### src/rtl/mem_arbiter_if.sv
// mem_arbiter_if: fetch, data and memory-port signals of mem_arbiter.
// slave is the arbiter's view; master is the requester/memory side.
interface mem_arbiter_if;
    logic        if_req_valid_i;
    logic        if_req_ready_o;
    logic [31:0] if_addr_i;
    logic        if_rsp_valid_o;
    logic [31:0] if_rdata_o;
    logic        d_req_valid_i;
    logic        d_req_ready_o;
    logic [31:0] d_addr_i;
    logic        d_we_i;
    logic [3:0]  d_be_i;
    logic [31:0] d_wdata_i;
    logic        d_rsp_valid_o;
    logic [31:0] d_rdata_o;
    logic        mem_req_o;
    logic [31:0] mem_addr_o;
    logic        mem_we_o;
    logic [3:0]  mem_be_o;
    logic [31:0] mem_wdata_o;
    logic        mem_ack_i;
    logic [31:0] mem_rdata_i;

    modport slave (
        input  if_req_valid_i, if_addr_i, d_req_valid_i, d_addr_i, d_we_i, d_be_i, d_wdata_i,
               mem_ack_i, mem_rdata_i,
        output if_req_ready_o, if_rsp_valid_o, if_rdata_o, d_req_ready_o, d_rsp_valid_o, d_rdata_o,
               mem_req_o, mem_addr_o, mem_we_o, mem_be_o, mem_wdata_o
    );

    modport master (
        output if_req_valid_i, if_addr_i, d_req_valid_i, d_addr_i, d_we_i, d_be_i, d_wdata_i,
               mem_ack_i, mem_rdata_i,
        input  if_req_ready_o, if_rsp_valid_o, if_rdata_o, d_req_ready_o, d_rsp_valid_o, d_rdata_o,
               mem_req_o, mem_addr_o, mem_we_o, mem_be_o, mem_wdata_o
    );
endinterface

### src/rtl/mem_arbiter.sv
// mem_arbiter: arbitrates fetch and data requests onto one memory port, data first with a fetch starvation guard.
// Defining MEM_ARBITER_STATS_EN adds saturating grant counters stat_if_grants_o / stat_d_grants_o.
module mem_arbiter #(
    parameter int STARVE_LIMIT = 4
) (
    input logic          clock,
    input logic          reset_n,
    mem_arbiter_if.slave bus
`ifdef MEM_ARBITER_STATS_EN
    ,
    output logic [15:0]  stat_if_grants_o,
    output logic [15:0]  stat_d_grants_o
`endif
);
    localparam int SW = $clog2(STARVE_LIMIT + 1);
    typedef enum logic [1:0] {IDLE, BUSY_IF, BUSY_D} state_t;
    state_t        state_q, state_d;
    logic [SW-1:0] starve_q, starve_d;
    logic          if_win, d_win, if_acc, d_acc, ack;
    logic [31:0]   addr_q, wdata_q, if_rdata_q, d_rdata_q;
    logic [3:0]    be_q;
    logic          we_q, if_rsp_q, d_rsp_q;

    always_ff @(posedge clock or negedge reset_n) begin
        if (!reset_n) begin
            state_q  <= IDLE;
            starve_q <= '0;
        end else begin
            state_q  <= state_d;
            starve_q <= starve_d;
        end
    end

    // Readys are gated by reset_n so they stay 0 while reset is held.
    always_comb begin
        if_win   = bus.if_req_valid_i && (!bus.d_req_valid_i || starve_q == SW'(STARVE_LIMIT));
        d_win    = bus.d_req_valid_i && !if_win;
        if_acc   = reset_n && state_q == IDLE && if_win;
        d_acc    = reset_n && state_q == IDLE && d_win;
        ack      = state_q != IDLE && bus.mem_ack_i;
        state_d  = state_q;
        starve_d = starve_q;
        if (if_acc) begin
            state_d  = BUSY_IF;
            starve_d = '0;
        end else if (d_acc) begin
            state_d  = BUSY_D;
            starve_d = (bus.if_req_valid_i && starve_q != SW'(STARVE_LIMIT)) ? starve_q + 1'b1 : starve_q;
        end else if (ack) begin
            state_d  = IDLE;
        end
    end

    always_ff @(posedge clock or negedge reset_n) begin
        if (!reset_n) begin
            addr_q     <= '0;
            we_q       <= 1'b0;
            be_q       <= '0;
            wdata_q    <= '0;
            if_rsp_q   <= 1'b0;
            d_rsp_q    <= 1'b0;
            if_rdata_q <= '0;
            d_rdata_q  <= '0;
        end else begin
            if_rsp_q <= ack && state_q == BUSY_IF;
            d_rsp_q  <= ack && state_q == BUSY_D;
            if (if_acc) begin
                addr_q  <= {bus.if_addr_i[31:2], 2'b00};
                we_q    <= 1'b0;
                be_q    <= 4'hF;
                wdata_q <= '0;
            end else if (d_acc) begin
                addr_q  <= {bus.d_addr_i[31:2], 2'b00};
                we_q    <= bus.d_we_i;
                be_q    <= bus.d_be_i;
                wdata_q <= bus.d_wdata_i;
            end
            if (ack && state_q == BUSY_IF) if_rdata_q <= bus.mem_rdata_i;
            if (ack && state_q == BUSY_D) d_rdata_q <= we_q ? '0 : bus.mem_rdata_i;
        end
    end

    assign bus.if_req_ready_o = if_acc;
    assign bus.d_req_ready_o  = d_acc;
    assign bus.if_rsp_valid_o = if_rsp_q;
    assign bus.d_rsp_valid_o  = d_rsp_q;
    assign bus.if_rdata_o     = if_rdata_q;
    assign bus.d_rdata_o      = d_rdata_q;
    assign bus.mem_req_o      = state_q != IDLE;
    assign bus.mem_addr_o     = addr_q;
    assign bus.mem_we_o       = we_q;
    assign bus.mem_be_o       = be_q;
    assign bus.mem_wdata_o    = wdata_q;

`ifdef MEM_ARBITER_STATS_EN
    logic [15:0] stat_if_q, stat_d_q;
    always_ff @(posedge clock or negedge reset_n) begin
        if (!reset_n) begin
            stat_if_q <= '0;
            stat_d_q  <= '0;
        end else begin
            if (if_acc && stat_if_q != 16'hFFFF) stat_if_q <= stat_if_q + 16'd1;
            if (d_acc && stat_d_q != 16'hFFFF) stat_d_q <= stat_d_q + 16'd1;
        end
    end
    assign stat_if_grants_o = stat_if_q;
    assign stat_d_grants_o  = stat_d_q;
`endif
endmodule

### src/flat_wrapper.sv
// flat-port wrapper written by rule: the top's interface ports become plain ports
module mem_arbiter_flat 
#(
    parameter int STARVE_LIMIT = 4
)
  (clock, reset_n, bus_if_req_valid_i, bus_if_addr_i, bus_d_req_valid_i, bus_d_addr_i, bus_d_we_i, bus_d_be_i, bus_d_wdata_i, bus_mem_ack_i, bus_mem_rdata_i, bus_if_req_ready_o, bus_if_rsp_valid_o, bus_if_rdata_o, bus_d_req_ready_o, bus_d_rsp_valid_o, bus_d_rdata_o, bus_mem_req_o, bus_mem_addr_o, bus_mem_we_o, bus_mem_be_o, bus_mem_wdata_o);
  mem_arbiter_if bus_i ();
  input logic clock;
  input logic reset_n;
  input wire logic [$bits(bus_i.if_req_valid_i)-1:0] bus_if_req_valid_i;
  input wire logic [$bits(bus_i.if_addr_i)-1:0] bus_if_addr_i;
  input wire logic [$bits(bus_i.d_req_valid_i)-1:0] bus_d_req_valid_i;
  input wire logic [$bits(bus_i.d_addr_i)-1:0] bus_d_addr_i;
  input wire logic [$bits(bus_i.d_we_i)-1:0] bus_d_we_i;
  input wire logic [$bits(bus_i.d_be_i)-1:0] bus_d_be_i;
  input wire logic [$bits(bus_i.d_wdata_i)-1:0] bus_d_wdata_i;
  input wire logic [$bits(bus_i.mem_ack_i)-1:0] bus_mem_ack_i;
  input wire logic [$bits(bus_i.mem_rdata_i)-1:0] bus_mem_rdata_i;
  output wire logic [$bits(bus_i.if_req_ready_o)-1:0] bus_if_req_ready_o;
  output wire logic [$bits(bus_i.if_rsp_valid_o)-1:0] bus_if_rsp_valid_o;
  output wire logic [$bits(bus_i.if_rdata_o)-1:0] bus_if_rdata_o;
  output wire logic [$bits(bus_i.d_req_ready_o)-1:0] bus_d_req_ready_o;
  output wire logic [$bits(bus_i.d_rsp_valid_o)-1:0] bus_d_rsp_valid_o;
  output wire logic [$bits(bus_i.d_rdata_o)-1:0] bus_d_rdata_o;
  output wire logic [$bits(bus_i.mem_req_o)-1:0] bus_mem_req_o;
  output wire logic [$bits(bus_i.mem_addr_o)-1:0] bus_mem_addr_o;
  output wire logic [$bits(bus_i.mem_we_o)-1:0] bus_mem_we_o;
  output wire logic [$bits(bus_i.mem_be_o)-1:0] bus_mem_be_o;
  output wire logic [$bits(bus_i.mem_wdata_o)-1:0] bus_mem_wdata_o;
  assign bus_i.if_req_valid_i = bus_if_req_valid_i;
  assign bus_i.if_addr_i = bus_if_addr_i;
  assign bus_i.d_req_valid_i = bus_d_req_valid_i;
  assign bus_i.d_addr_i = bus_d_addr_i;
  assign bus_i.d_we_i = bus_d_we_i;
  assign bus_i.d_be_i = bus_d_be_i;
  assign bus_i.d_wdata_i = bus_d_wdata_i;
  assign bus_i.mem_ack_i = bus_mem_ack_i;
  assign bus_i.mem_rdata_i = bus_mem_rdata_i;
  assign bus_if_req_ready_o = bus_i.if_req_ready_o;
  assign bus_if_rsp_valid_o = bus_i.if_rsp_valid_o;
  assign bus_if_rdata_o = bus_i.if_rdata_o;
  assign bus_d_req_ready_o = bus_i.d_req_ready_o;
  assign bus_d_rsp_valid_o = bus_i.d_rsp_valid_o;
  assign bus_d_rdata_o = bus_i.d_rdata_o;
  assign bus_mem_req_o = bus_i.mem_req_o;
  assign bus_mem_addr_o = bus_i.mem_addr_o;
  assign bus_mem_we_o = bus_i.mem_we_o;
  assign bus_mem_be_o = bus_i.mem_be_o;
  assign bus_mem_wdata_o = bus_i.mem_wdata_o;
  mem_arbiter #(.STARVE_LIMIT(STARVE_LIMIT)) u_core (.clock(clock), .reset_n(reset_n), .bus(bus_i));
endmodule
### config.mk
export PLATFORM = sky130hd
export DESIGN_NAME = mem_arbiter_flat
export DESIGN_NICKNAME = d
export VERILOG_FILES = /design/src/rtl/mem_arbiter_if.sv /design/src/rtl/mem_arbiter.sv /design/src/flat_wrapper.sv
export SDC_FILE = /design/constraint.sdc
export NUM_CORES = 1
export LEC_CHECK = 0
export CAP_MARGIN = 30
export CORE_ASPECT_RATIO = 0.7
export CORE_MARGIN = 3
export CORE_UTILIZATION = 40
export CTS_BUF_LIST = sky130_fd_sc_hd__clkbuf_4
export CTS_CLUSTER_SIZE = 16
export DETAILED_ROUTE_END_ITERATION = 7
export PLACE_DENSITY = 0.87
export SYNTH_ARGS = -nofsm -noshare
export SYNTH_HDL_FRONTEND = slang
export SYNTH_SLANG_ARGS = --single-unit
### constraint.sdc
create_clock -name clock -period 1.6 [get_ports clock]
set_input_delay 0.16 -clock clock [delete_from_list [all_inputs] [get_ports clock]]
set_output_delay 0.16 -clock clock [all_outputs]
set_load 0.1 [all_outputs]
# After elaboration in Yosys (flattened, before gate mapping)
# Cells that the tools add are included.
[op_classes]
n_addsub = 1
eq_ne = 4
n_mux = 15
n_reduce_logical = 18
[ops]
columns = ["cell", "n"]
rows = [
  ["32-bit 2-to-1 mux", 5],
  ["1-bit logical AND", 9],
  ["3-bit 2-to-1 mux", 3],
  ["4-bit 2-to-1 mux", 2],
  ["2-bit 2-to-1 mux", 3],
  ["2-bit nonzero test", 3],
  ["3-bit by 1-bit adder with 3-bit output, second input constant", 1],
  ["3-bit == test, second input constant", 1],
  ["3-bit inequality test, second input constant", 1],
  ["3-bit nonzero test", 1],
  ["2-bit by 1-bit == test with 1-bit output, second input constant", 1],
  ["2-bit == test, second input constant", 1],
  ["1-bit logical NOT", 2],
  ["2-bit logical NOT", 1],
  ["1-bit 2-to-1 mux", 2],
  ["2-bit AND reduction", 1],
  ["1-bit logical OR", 1],
]
[word_totals]
register_bits = 140
elab_cells = 48

# Longest topological paths before layout
# Gate-level depths: netlist (run 1).
[depth]
ltp_word = 8
mapped_depth = 7
mapped_depth_nobuf = 6

# Least setup slack after synthesis (run 1)
# OpenSTA, ideal clock, no wires.
[synth_timing]
kind = "register -> output"
from = "reg u_core.starve_q[0]"
to = "out bus_if_req_ready_o"
stages_incl_launch_ff = 7
n_path_buf = 1
required_time_ns = 1.440
arrival_time_ns = 1.632
path_slack_ns = -0.192
cell_sequence = "dfrtp_1 -> inv_1 -> ha_1 -> nand2_1 -> a21o_4 -> buf_6 -> inv_1"
[synth_between]
elab_chain_len = 4
[synth_rtl]
columns = ["item", "line", "rtl"]
rows = [
  ["start, declared", "mem_arbiter.sv:18", "logic [SW-1:0] starve_q, starve_d;"],
  ["start signal, assigned", "mem_arbiter.sv:30", "starve_q <= starve_d;"],
  ["3-bit == test", "mem_arbiter.sv:36", "if_win = bus.if_req_valid_i && (!bus.d_req_valid_i || starve_q == SW'(STARVE_LIMIT));"],
  ["1-bit logical OR", "mem_arbiter.sv:36", ""],
  ["1-bit logical AND", "mem_arbiter.sv:36", ""],
  ["1-bit logical AND", "mem_arbiter.sv:38", "if_acc = reset_n && state_q == IDLE && if_win;"],
  ["end, declared", "flat_wrapper.sv:19", "output wire logic [$bits(bus_i.if_req_ready_o)-1:0] bus_if_req_ready_o;"],
]
# Every way passes these cells.

# Worst setup path after layout (run 1)
# Same ends and word-level chain as after synthesis.

==> flow_summary.yaml, run 1 <==
status:
  status: "finished with violations"
  violations: "negative setup slack"
job:
  drv_cap: 0
worst_setup_path:
  crit_fanout: 3
  r2r-end: "u_core.bus.mem_wdata_o[22]"
  slowest_stage: "dfrtp_1"
  crit_path_start: "u_core.starve_q[0]"
  crit_arrival_ns: 1.69
  reg2reg_depth: 8
  critPathTopFamily: "flip-flops"
  crit_path_start_kind: "flop"
  path_class: "flop to primary output"
  critPathBufInv: 3
  end_kind: "primary output"
  rr_startpoint: "u_core.starve_q[0]"
  rrSetupSlack_ns: -0.06
  worst-path-stages: 6
  required_ns: 1.44
  crit_path_cell_trace: "inv_2 -> ha_4 -> nand2_4 -> a21o_4 -> clkinvlp_4 -> buf_12"
  crit_path_end: "bus_if_req_ready_o"
  cp_slowest_stage_delay_ns: 0.42
floorplanning:
  die_area_mm2: 0.0156
  start_util_pct: 41.9
  pin_count: 276
  coreArea_mm2: 0.0134
  rows: 35
  die_h_um: 105
  die_x_um: 148
global_route:
  grt_pass1_vias: 5387
  grt_pass1_wl_mm: 29.8
  overflow: 0
  grt_max_degree: 66
  antenna_found_initial: 2
  track_usage_pct: 24.6
clocking:
  cts_made_buffers: 17
  cts-root-buf: "clkbuf_4"
  cts_tree: "yes"
  clock-sinks: 138
  insertion_delay_ns: 0.51
  clock_path_buffers: 2
  clk_pin_slew_ns: 0.12
  htree_levels: 4
layout:
  nets: 865
  syn2layout_area_growth_pct: 84.8
  drive_gt1_share_pct: 36.9
  register_area_mm2: 0.00345
  nFillCells: 748
  multi_input_area_mm2: 0.00198
yosys:
  syn-cell-area_mm2: 0.00563
  synth.avg_cell_area_um2: 13.0
  synth_most_common_cell: "dfrtp_1"
  async_flop_share_pct: 100
  synth-seq-area-share_pct: 61.3
  ys_seq_elements: 138
  ys_warn_count: 0
  synth_edf_count: 0
  ys_top_cells_by_count: "dfrtp_1 (138), nand2_1 (37), a22o_1 (33), nand2b_1 (33), o21ai_0 (33)"
  synth_cells: 434
  synth.top_cells.by_area: "dfrtp_1 (61%), mux2_2 (6.4%), a22o_1 (5.1%)"
  yosys.area.top_type: "dfrtp_1"
  synth_cell_types: 31
  synth-main-ff-cell: "dfrtp_1"
  yosys.area.top_type_share_pct: 61.3
power:
  p_per_area_mw_per_mm2: 2230
  leakage_nw: 4.54
  p_total_mw: 23.2
  ir_drop_mv: 1.12
timing:
  slew_viol_final: 0
  tightest_slew_ns: 0.659
  layout_setup_ws_ns: -0.246
  clock_skew_ns: 0.0224
  period_share_pct: 115
  fmax_mhz: 542
  report.final.setup_viol: 33
  hold_viol: 0
  period_needed_ns: 1.85
  rsz0062_at_grt: "yes"
  fin_tns_setup_ns: -1.67
  slew_headroom_pct: 56.1
placed_design:
  routabilityCongestion: 0.817
  pre_cts_slack_ns: -0.110
  dp_hpwl_mm: 14.0
  portBuffers: 269
routing:
  ant_nets: 0
  via_per_inst: 5.24
  wl_per_cell_um: 20.2
  vias: 4845
  drt-initial-drc-count: 234
  drc_errors: 0
  wirelength_mm: 18.7
  drt_pre_antenna_iters: 5
min_path:
  min_path_type: "input port to async pin"
## registers in the layout, summed over array words and instances, names as in the netlist
name / count
u_core.bus.d_rsp_valid_o: 1
u_core.bus.mem_we_o: 1
u_core.bus.mem_wdata_o: 32
u_core.state_q: 2
u_core.bus.if_rsp_valid_o: 1
u_core.bus.mem_be_o: 4
u_core.starve_q: 3
u_core.bus.d_rdata_o: 32
u_core.bus.if_rdata_o: 32
u_core.bus.mem_addr_o: 30
## metal layers
metal  global-route usage (%)  vias to the layer above  routed length (um)
met4                     7.85                        0                 463
met1                     28.7                     2440                7050
met2                     42.2                      215                9520
li1                         -                     2158                   -
met5                        0                        -                   0
met3                     9.02                       32                1640
## how the worst min path moves through the flow
stage                 start                 endpoint  slack [ns]  cells after the start
detailed placement  reset_n       u_core.starve_q[1]       -0.02                      1
global placement    reset_n       u_core.starve_q[0]       -0.03                      1
finish              reset_n       u_core.starve_q[1]        0.13                      2
floorplan           reset_n  u_core.bus.d_rdata_o[0]       -0.14                      0
global route        reset_n       u_core.starve_q[2]         0.1                      2
CTS                 reset_n       u_core.starve_q[1]        0.10                      2
## repair_timing
| item | 4_1_cts | 5_1_grt |
|---|---|---|
| pin swaps | 4 | 0 |
| endpoints found under the setup margin | 17 | 111 |
| buffers inserted | 11 | 2 |
| hold endpoints to repair | 85 | 0 |
| hold buffers | 1 | 0 |
| cloned | 1 | 0 |
| gates resized for setup | 10 | 5 |
## layout by cell type, fill, tap and decap left out, types with 6 or more instances in the layout
master	Yosys	final
buf_12	0	140
dfrtp_1	138	137
clkdlybuf4s50_1	0	132
nand2_1	37	36
a22o_1	33	33
o21ai_0	33	33
nand2b_1	33	33
nand3b_1	32	32
mux2_2	32	32
buf_4	2	29
o221a_2	24	24
clkbuf_4	0	17
o221a_1	6	6
## power by group
group	internal (mW)	switching, mW
combinational	5.41	9.61
clock	0.957	1.39
sequential	4.57	1.27
total	10.9	12.3
## metrics by stage
step                util [%]  hold WS (ns)  cells  area [um2]
floorplan                  -        -0.136    435        5640
global placement        73.9       -0.0277    876        9940
detailed placement      73.9       -0.0230    876        9940
CTS                     77.1         0.102    921       10400
global route            77.4        0.0961    925       10400
finish                  77.4         0.133    925       10400
## final cells by class
type | count | share of cell area (%)
multi-input cells | 255 | 19.1
clock inverters | 15 | 1.60
repair buffers | 305 | 42.2
flip-flops and latches | 138 | 33.2
inverters | 8 | 0.397
clock buffers | 17 | 1.23
well taps | 185 | 2.23
diodes | 2 | 0.0481
## kinds of logic (layout without fill, tap and decap cells)
logic type	Yosys count	in the layout	synth area share (%)
flops	138	138	61.3
compound gates	108	109	15.8
fa+ha+maj	2	2	0.444
other cells	1	4	0.0666
mux	32	32	6.40
buf+inv	43	345	4.13
simple gates	110	110	11.8
No activity file was read; power rests on OpenSTA's default activity.
==> run 2: changes to the inputs <==
--- a/config.mk
+++ b/config.mk
@@ -13,6 +13,7 @@
 export CTS_CLUSTER_SIZE = 16
 export DETAILED_ROUTE_END_ITERATION = 7
 export PLACE_DENSITY = 0.87
+export SETUP_SLACK_MARGIN = 0.4
 export SYNTH_ARGS = -nofsm -noshare
 export SYNTH_HDL_FRONTEND = slang
 export SYNTH_SLANG_ARGS = --single-unit
==> run 2 against run 1 <==
The run still ends with negative setup slack left. Via count grew 30%. Clock-buffer cell count increased by 1. Global-route usage is 6.4 points higher. Cell count increased by 14%. Final area up 22%. Clock power is 9.4% higher. Combinational power is 21% higher. Wire length rose by 80%. Utilization increased by 17 points. Sequential share of layout area shrank 5.6 points.
==> flow_summary.yaml, run 2 (same netlist as run 1, synthesis figures left out) <==
status:
  status: "finished with violations"
  violations: "negative setup slack"
worst_setup_path:
  end_kind: "primary output"
  slowest_stage: "dfrtp_1"
  crit_path_start_kind: "flop"
  rrSetupSlack_ns: -0.33
  required_ns: 1.44
  path_class: "flop to primary output"
  crit_fanout: 3
  crit_path_cell_trace: "inv_2 -> ha_4 -> nand2_4 -> a21o_4 -> clkinvlp_4 -> buf_12"
  cp_slowest_stage_delay_ns: 0.43
  crit_arrival_ns: 1.83
global_route:
  grt_pass1_vias: 6165
  antenna_found_initial: 1
  overflow: 0
  grt_pass1_wl_mm: 36.7
  grt_max_degree: 134
  track_usage_pct: 31.0
layout:
  nFillCells: 315
  nets: 997
  drive_gt1_share_pct: 59.5
  syn2layout_area_growth_pct: 126
  final_cell_mix: "buf_12 (151), clkdlybuf4s50_1 (132), buf_4 (107)"
  multi_input_area_mm2: 0.00262
  register_area_mm2: 0.00351
  final_common_cell: "buf_12"
routing:
  wl_per_cell_um: 31.9
  ant_nets: 0
  vias: 6322
  wirelength_mm: 33.7
  drc_errors: 0
  drt_pre_antenna_iters: 5
  drt-initial-drc-count: 513
  via_per_inst: 5.99
min_path:
  min_path_type: "input port to flop"
timing:
  slew_viol_final: 0
  holdWs_ns: 0.124
  fmax_mhz: 503
  period_share_pct: 124
  hold_viol: 0
  report.final.setup_viol: 136
  period_needed_ns: 1.99
  slew_headroom_pct: 62.6
  tightest_slew_ns: 0.559
  clock_skew_ns: 0.0330
  fin_tns_setup_ns: -25.55
  rsz0062_at_grt: "yes"
  layout_setup_ws_ns: -0.388
floorplanning:
  rows: 35
  die_x_um: 148
  die_h_um: 105
  pin_count: 276
  die_area_mm2: 0.0156
  coreArea_mm2: 0.0134
  start_util_pct: 41.9
power:
  ir_drop_mv: 1.11
  leakage_nw: 5.70
  p_per_area_mw_per_mm2: 2120
clocking:
  clk_pin_slew_ns: 0.13
  cts_tree: "yes"
  cts_made_buffers: 17
  insertion_delay_ns: 0.56
  htree_levels: 4
  cts-root-buf: "clkbuf_4"
  clock-sinks: 138
  clock_path_buffers: 2
placed_design:
  routabilityCongestion: 0.780
  pre_cts_slack_ns: -0.154
  dp_hpwl_mm: 14.1
  portBuffers: 269
job:
  drv_cap: 0
[run 2: area by class of cell]
class	instances	share of cell area (%)
Clock buffer	18	1.06
Inverter	8	0.364
Timing Repair Buffer	437	47.2
Multi-Input combinational cell	255	20.6
Tap cell	185	1.82
Antenna cell	1	0.0197
Sequential cell	138	27.7
Clock inverter	13	1.22
[run 2: through the flow]
| stage | cells | instance area [um2] | util, % | power, mW |
|---|---|---|---|---|
| finish | 1055 | 12700 | 94.5 | 26.9 |
| global route | 1055 | 12700 | 94.5 | 27.3 |
| CTS | 979 | 11700 | 87.1 | 24.8 |
| detailed placement | 875 | 10100 | 75.4 | 21.1 |
| global placement | 875 | 10100 | 75.4 | 20.8 |
| floorplan | 435 | 5840 | - | 14.7 |
[run 2: path summary, 6_finish.rpt]
path                                                from                        to  cells past startpoint
worst max-delay path                  u_core.starve_q[0]        bus_if_req_ready_o                      6
worst min-delay path                             reset_n        u_core.starve_q[1]                      4
worst max register to register         u_core.state_q[0]   u_core.bus.d_rdata_o[8]                      8
worst min register to register  u_core.bus.if_rdata_o[0]  u_core.bus.if_rdata_o[0]                      1
max in group asynchronous                        reset_n  u_core.bus.d_rdata_o[14]                      3
min in group asynchronous                        reset_n         u_core.state_q[0]                      2
[run 2: where the power goes]
part | internal [mW] | switching, mW | leakage (nW)
logic | 7.18 | 11.0 | 3.92
registers | 4.67 | 1.51 | 1.62
clock network | 1.08 | 1.48 | 0.155
[run 2: worst max-delay path, delay by kind of cell (launching register included)]
kind	cells	cell delay [ns]
simple gates	1	0.05
buf+inv	3	0.38
fa+ha+maj	1	0.17
flops	1	0.43
compound gates	1	0.24
[run 2: what timing repair did]
action,CTS,global route
gates resized for setup,157,87
endpoints found under the setup margin,272,381
gates cloned,13,10
buffers inserted,59,65
endpoints found under the hold margin,138,0
hold buffers,1,0
pin swaps,26,40
[run 2: metal layers]
layer	global-route usage (%)	part of all wire (%)
met1	35.7	34
met2	54.6	50
met3	8.85	9.1
met4	12.2	6.8
met5	0	0
